===== src/rtl/arith_pkg.sv =====
// ---------------------------------------------------------------------------
// arith_pkg
//   Shared constants and helpers for the segmented arithmetic blocks.
//   - DEFAULT_WIDTH / DEFAULT_SEG_W : default operand width and segment width
//   - seg_cfg_ok()                  : legality test for a WIDTH/SEG_W pair,
//                                     used as an elaboration-time guard
// ---------------------------------------------------------------------------
package arith_pkg;

    localparam int DEFAULT_WIDTH = 16;
    localparam int DEFAULT_SEG_W = 4;

    // A configuration is usable only when the word splits into whole segments.
    function automatic bit seg_cfg_ok(input int width, input int seg_w);
        return (width > 0) && (seg_w > 0) && ((width % seg_w) == 0);
    endfunction

endpackage


===== src/rtl/seg_pipe_adder_if.sv =====
// ---------------------------------------------------------------------------
// seg_pipe_adder_if
//   Operand and result handshake bundle for seg_pipe_adder.
//   Operand side : in_valid, in_ready, a, b, c_in, sub
//   Result side  : out_valid, out_ready, s, c_out, ovf
//   Modports:
//     master - the producer/consumer environment around the adder
//     slave  - the adder itself
// ---------------------------------------------------------------------------
interface seg_pipe_adder_if
    import arith_pkg::*;
#(
    parameter int WIDTH = DEFAULT_WIDTH
);

    logic             in_valid;
    logic             in_ready;
    logic [WIDTH-1:0] a;
    logic [WIDTH-1:0] b;
    logic             c_in;
    logic             sub;

    logic             out_valid;
    logic             out_ready;
    logic [WIDTH-1:0] s;
    logic             c_out;
    logic             ovf;

    modport master (
        output in_valid, a, b, c_in, sub, out_ready,
        input  in_ready, out_valid, s, c_out, ovf
    );

    modport slave (
        input  in_valid, a, b, c_in, sub, out_ready,
        output in_ready, out_valid, s, c_out, ovf
    );

endinterface


===== src/rtl/seg_add.sv =====
// ---------------------------------------------------------------------------
// seg_add
//   Combinational SEG_W-bit ripple-carry adder built from full-adder cells.
//   Ports:
//     a, b  : SEG_W-bit addends
//     cin   : carry into bit 0
//     s     : SEG_W-bit sum
//     cout  : carry out of the top bit
// ---------------------------------------------------------------------------
module seg_add
    import arith_pkg::*;
#(
    parameter int SEG_W = DEFAULT_SEG_W
) (
    input  logic [SEG_W-1:0] a,
    input  logic [SEG_W-1:0] b,
    input  logic             cin,
    output logic [SEG_W-1:0] s,
    output logic             cout
);

    logic [SEG_W:0] carry;

    assign carry[0] = cin;

    for (genvar i = 0; i < SEG_W; i++) begin : g_fa
        assign s[i]       = a[i] ^ b[i] ^ carry[i];
        assign carry[i+1] = (a[i] & b[i]) | (a[i] & carry[i]) | (b[i] & carry[i]);
    end

    assign cout = carry[SEG_W];

endmodule


===== src/rtl/seg_pipe_adder.sv =====
// ---------------------------------------------------------------------------
// seg_pipe_adder
//   Segment-pipelined WIDTH-bit add/subtract unit. Each pipeline stage
//   resolves SEG_W bits with a ripple segment; the carry is registered
//   between stages. Latency is NSEG cycles, throughput one beat per cycle.
//   Ports:
//     clk  : rising-edge clock
//     rst  : synchronous active-high reset, clears all in-flight beats
//     bus  : seg_pipe_adder_if.slave
//            in_valid/in_ready/a/b/c_in/sub   operand beat
//            out_valid/out_ready/s/c_out/ovf  result beat
//   sub=0 : {c_out,s} = a + b + c_in
//   sub=1 : {c_out,s} = a + ~b + ~c_in  (c_out is the not-borrow)
//   ovf   : signed two's-complement overflow of the above
// ---------------------------------------------------------------------------
module seg_pipe_adder
    import arith_pkg::*;
#(
    parameter int WIDTH = DEFAULT_WIDTH,
    parameter int SEG_W = DEFAULT_SEG_W
) (
    input  logic             clk,
    input  logic             rst,
    seg_pipe_adder_if.slave  bus
);

    localparam int NSEG = WIDTH / SEG_W;
    localparam int MSB  = WIDTH - 1;

    if (!seg_cfg_ok(WIDTH, SEG_W)) begin : g_bad_cfg
        $error("seg_pipe_adder: WIDTH must be a positive multiple of SEG_W");
    end

    // Register k feeds stage k. Register 0 is the operand capture register;
    // the output register sits after stage NSEG-1, which gives NSEG cycles of
    // latency from accept to out_valid.
    logic [NSEG-1:0]  stg_v;
    logic [WIDTH-1:0] stg_a [NSEG];
    logic [WIDTH-1:0] stg_b [NSEG];
    logic [WIDTH-1:0] stg_s [NSEG];
    logic             stg_c [NSEG];

    logic             out_valid_q;
    logic [WIDTH-1:0] s_q;
    logic             c_q;
    logic             ovf_q;

    logic [SEG_W-1:0] seg_s [NSEG];
    logic             seg_c [NSEG];
    logic [WIDTH-1:0] nxt_s [NSEG];

    logic             adv;
    logic             accept;

    // The whole pipe moves as one; a stalled output freezes every stage, so
    // in_ready follows out_ready combinationally but never in_valid.
    assign adv          = ~out_valid_q | bus.out_ready;
    assign accept       = bus.in_valid & adv;
    assign bus.in_ready = adv;

    for (genvar k = 0; k < NSEG; k++) begin : g_seg
        seg_add #(
            .SEG_W (SEG_W)
        ) u_seg_add (
            .a    (stg_a[k][k*SEG_W +: SEG_W]),
            .b    (stg_b[k][k*SEG_W +: SEG_W]),
            .cin  (stg_c[k]),
            .s    (seg_s[k]),
            .cout (seg_c[k])
        );
    end

    // Merge each stage's freshly resolved slice into the partial sum that
    // travels with the beat.
    always_comb begin
        for (int k = 0; k < NSEG; k++) begin
            nxt_s[k]                    = stg_s[k];
            nxt_s[k][k*SEG_W +: SEG_W]  = seg_s[k];
        end
    end

    // Pipeline registers. Valid bits shift on every advance so bubbles move
    // like data; payload registers load only behind a valid beat, which keeps
    // the held result quiet across bubbles and stalls.
    always_ff @(posedge clk) begin
        if (rst) begin
            stg_v       <= '0;
            out_valid_q <= 1'b0;
            s_q         <= '0;
            c_q         <= 1'b0;
            ovf_q       <= 1'b0;
            for (int k = 0; k < NSEG; k++) begin
                stg_a[k] <= '0;
                stg_b[k] <= '0;
                stg_s[k] <= '0;
                stg_c[k] <= 1'b0;
            end
        end else if (adv) begin
            stg_v[0] <= accept;
            if (accept) begin
                stg_a[0] <= bus.a;
                stg_b[0] <= bus.sub ? ~bus.b : bus.b;
                stg_c[0] <= bus.sub ? ~bus.c_in : bus.c_in;
                stg_s[0] <= '0;
            end

            for (int k = 1; k < NSEG; k++) begin
                stg_v[k] <= stg_v[k-1];
                if (stg_v[k-1]) begin
                    stg_a[k] <= stg_a[k-1];
                    stg_b[k] <= stg_b[k-1];
                    stg_s[k] <= nxt_s[k-1];
                    stg_c[k] <= seg_c[k-1];
                end
            end

            out_valid_q <= stg_v[NSEG-1];
            if (stg_v[NSEG-1]) begin
                s_q   <= nxt_s[NSEG-1];
                c_q   <= seg_c[NSEG-1];
                ovf_q <= (stg_a[NSEG-1][MSB] == stg_b[NSEG-1][MSB]) &&
                         (nxt_s[NSEG-1][MSB] != stg_a[NSEG-1][MSB]);
            end
        end
    end

    assign bus.out_valid = out_valid_q;
    assign bus.s         = s_q;
    assign bus.c_out     = c_q;
    assign bus.ovf       = ovf_q;

endmodule


===== src/flat_wrapper.sv =====
// flat-port wrapper written by rule: the top's interface ports become plain ports
module seg_pipe_adder_flat import arith_pkg::*;
#(
    parameter int WIDTH = DEFAULT_WIDTH,
    parameter int SEG_W = DEFAULT_SEG_W
)
  (clk, rst, bus_in_valid, bus_a, bus_b, bus_c_in, bus_sub, bus_out_ready, bus_in_ready, bus_out_valid, bus_s, bus_c_out, bus_ovf);
  seg_pipe_adder_if #(.WIDTH(WIDTH)) bus_i ();
  input  logic clk;
  input  logic rst;
  input wire logic [$bits(bus_i.in_valid)-1:0] bus_in_valid;
  input wire logic [$bits(bus_i.a)-1:0] bus_a;
  input wire logic [$bits(bus_i.b)-1:0] bus_b;
  input wire logic [$bits(bus_i.c_in)-1:0] bus_c_in;
  input wire logic [$bits(bus_i.sub)-1:0] bus_sub;
  input wire logic [$bits(bus_i.out_ready)-1:0] bus_out_ready;
  output wire logic [$bits(bus_i.in_ready)-1:0] bus_in_ready;
  output wire logic [$bits(bus_i.out_valid)-1:0] bus_out_valid;
  output wire logic [$bits(bus_i.s)-1:0] bus_s;
  output wire logic [$bits(bus_i.c_out)-1:0] bus_c_out;
  output wire logic [$bits(bus_i.ovf)-1:0] bus_ovf;
  assign bus_i.in_valid = bus_in_valid;
  assign bus_i.a = bus_a;
  assign bus_i.b = bus_b;
  assign bus_i.c_in = bus_c_in;
  assign bus_i.sub = bus_sub;
  assign bus_i.out_ready = bus_out_ready;
  assign bus_in_ready = bus_i.in_ready;
  assign bus_out_valid = bus_i.out_valid;
  assign bus_s = bus_i.s;
  assign bus_c_out = bus_i.c_out;
  assign bus_ovf = bus_i.ovf;
  seg_pipe_adder #(.WIDTH(WIDTH), .SEG_W(SEG_W)) u_core (.clk(clk), .rst(rst), .bus(bus_i));
endmodule

===== config.mk =====
export PLATFORM = sky130hd
export DESIGN_NAME = seg_pipe_adder_flat
export DESIGN_NICKNAME = d
export VERILOG_FILES = /design/src/rtl/arith_pkg.sv /design/src/rtl/seg_pipe_adder_if.sv /design/src/rtl/seg_add.sv /design/src/rtl/seg_pipe_adder.sv /design/src/flat_wrapper.sv
export SDC_FILE = /design/constraint.sdc
export NUM_CORES = 1
export LEC_CHECK = 0
export CORE_MARGIN = 2
export CORE_UTILIZATION = 64
export CTS_BUF_LIST = sky130_fd_sc_hd__clkbuf_4
export DETAILED_ROUTE_END_ITERATION = 8
export DONT_BUFFER_PORTS = 1
export GPL_TIMING_DRIVEN = 1
export PLACE_DENSITY = 0.8
export SKIP_CTS_REPAIR_TIMING = 1
export SYNTH_ARGS = -nofsm -noshare
export SYNTH_HDL_FRONTEND = slang
export SYNTH_HIERARCHICAL = 1
export SYNTH_SLANG_ARGS = --single-unit
export TNS_END_PERCENT = 30

===== constraint.sdc =====
create_clock -name clk -period 6.8 [get_ports clk]
set_input_delay 1.02 -clock clk [delete_from_list [all_inputs] [get_ports clk]]
set_output_delay 1.02 -clock clk [all_outputs]
set_load 0.005 [all_outputs]

==> results.yml <==
cells_and_area:
  syn_to_final_growth_pct: 3.67
  final_core_util_pct: 67.6
  drive_above_1_share_pct: 15.3
  nets: 465
  antenna_cells: 0
critical_path:
  crit_buf_inv: 1
  reg2regPathDepth: 11
  critPathLaunchType: "primary input"
  path_class: "primary input to output pin"
  max_stage_delay_ps: 280
  crit_arrival_ps: 1590
  required_ps: 5780
  path_max_fanout: 30
  path_cells: "nor2b_4, inv_2"
  regToRegSetupSlack_ps: 4200
  worstReg2RegEnd: "u_core/bus.ovf"
  worstReg2RegStart: "u_core/stg_c[3]"
  cp_slowest_cell: "nor2b_4"
  crit_family: "simple AND/OR/NAND/NOR gates"
  worst_setup_path_end_kind: "output pin"
sta:
  max_freq_ghz: 0.383
  maxSlewHeadroom_pct: 23.4
  fin_ws_ps: 4190
  min_period_ps: 2610
  clock_skew_ps: 13.0
  hold_viol_final: 0
  setup_viol: 0
  finalCritPeriodShare_pct: 38.4
  drv_slew: 0
  worst_hold_slack_ps: 491
  rsz0062_at_grt: "no"
  worst-slew-pin-transition_ps: 1150
  tns_ps: 0
pwr:
  power.static_leakage_uw: 0.00230
  power_density_mw_per_mm2: 247
  peakVddDrop_mv: 0.140
grt:
  grt_max_degree: 34
  gr-usage-met1_pct: 19.6
  grt_pass1_vias: 2600
  use_met3_pct: 5.30
  globalRouteMet2Util_pct: 25.6
  grt_util_all_layers_pct: 16.0
  busiest_layer: "met2"
  grt.overflow.total: 0
  antenna_found_initial: 0
  grt_pass1_wl_um: 11900
floorplan:
  ios: 58
  die_w_um: 97.8
  coreArea_mm2: 0.00864
  rows: 34
  start_util_pct: 65.2
  die_h_um: 97.8
  die_area_mm2: 0.00956
worst_hold_path:
  min_path_cells: 2
  min_from: "u_core/bus.s[5]"
  hp-class: "flip-flop to flip-flop"
  hold_end: "u_core/bus.s[5]"
synth:
  synth-simple-area-share_pct: 16.1
  synth_top_family_by_area: "simple AND/OR/NAND/NOR gates"
  yosys.area.top_type_share_pct: 57.6
  yosysMostFrequentCell: "edfxtp_1"
  synth-seq-cells: 131
  async_flop_share_pct: 0
  synth_compound_area_share_pct: 3.73
  synth-xor-area-share_pct: 2.64
  synthesis.area_mm2: 0.00563
  synth_edf_count: 108
  postSynthAreaPerCell_um2: 13.6
  synth-adder-area-share_pct: 5.69
  synth_cell_types: 25
  synth_nets: 468
  synth_flop_cell: "edfxtp_1"
  seq_area_frac_synth_pct: 65.8
  syn_inst: 414
  synthTopCellsByCount: "108 x edfxtp_1, 63 x and2_1, 41 x inv_1"
  synth.area.top_cells: "edfxtp_1 58%, dfxtp_1 8.2%, and2_1 7.0%"
  muxShareOfSynthArea_pct: 0
  yosysWarningCount: 18
  yosysTopAreaCell: "edfxtp_1"
cts:
  path_clk_slew_ps: 100
  numCtsBuffers: 17
  root_buffer: "clkbuf_4"
  clockBufferDepth: 2
  htreeDepth: 4
  clock_latency_ps: 490
  cts_tree: "yes"
  cts.sinks: 131
place:
  io_buffers: 0
  place_ws_ps: 3840
  dpl.hpwl_um: 4750
  gp_congestion: 0.786
route:
  routedWlPerCell_um: 13.0
  first_pass_iters: 4
  drc_errors: 0
  drt-initial-drc-count: 217
  vias: 2682
  ant_nets: 0
  drt_wl_total_um: 6900
  vias_per_cell: 5.04
run:
  cap_violations: 0
run_status:
  outcome: "complete, no violations"
## flip-flops by register name, summed over array words and instances (netlist names)
register,count
u_core/bus.c_out,1
u_core/bus.out_valid,1
u_core/bus.ovf,1
u_core/bus.s,16
u_core/stg_a,40
u_core/stg_b,40
u_core/stg_c,4
u_core/stg_s,24
u_core/stg_v,4
## cells in the final DEF (no fill, tap or decap), types with 4 or more instances in the layout
master / Yosys / final
xnor2_1: 17 / 17
edfxtp_1: 108 / 108
nand2_1: 8 / 8
nand3_1: 17 / 17
clkbuf_4: 0 / 20
a21o_1: 4 / 4
clkinv_2: 0 / 6
fa_1: 16 / 16
o21ai_0: 17 / 17
dfxtp_1: 23 / 23
nor2_1: 18 / 18
inv_1: 41 / 41
and2_1: 63 / 63
a21oi_1: 19 / 19
and2_4: 28 / 28
## how the worst max path moves through the flow
stage                    startpoint                  end  slack [ps]  depth (start not counted)
CTS                   bus_out_ready         bus_in_ready        4180                          2
global placement      bus_out_ready  u_core/stg_a[1][12]        3950                          4
floorplan             bus_out_ready   u_core/stg_a[0][0]        4110                          7
global route        u_core/stg_c[3]       u_core/bus.ovf        4060                         11
finish                bus_out_ready         bus_in_ready        4190                          2
detailed placement    bus_out_ready   u_core/stg_a[1][9]        3840                          4
## layer usage
layer	share of wire, %	routed length (µm)
met1	41	2820
met2	51	3500
met3	7.0	485
met4	1.4	95
met5	0	0
## per-stage QoR
stage          power (µW)  instances  cell area, µm²
6_report             1440        532            5840
5_1_grt              1500        532            5840
4_1_cts              1460        532            5840
3_5_place_dp         1020        500            5600
3_3_place_gp         1010        500            5600
2_1_floorplan        1010        414            5630
## cells by family (layout without fill, tap and decap cells)
logic type	after synthesis	count (layout)
AO/OA/AOI/OAI	40	40
XOR/XNOR	17	17
flip-flops	131	131
buffers and inverters	66	76
adder cells (fa/ha/maj)	16	16
AND/OR/NAND/NOR	144	144
## power breakdown
group	total, µW	switching, µW	internal [µW]
Sequential	925	13.6	912
Combinational	73.1	42.7	30.5
Clock	444	256	188
Total	1440	313	1130
## area by class of cell
cell class / instances / area (µm²)
flip-flops and latches: 131 / 3700
fillers: 595 / 2800
multi-input cells: 217 / 1590
inverters: 43 / 161
clock buffers: 20 / 150
well taps: 108 / 135
clock inverters: 12 / 91.3
repair buffers: 1 / 7.51
Power figures use the tool's default switching activity.
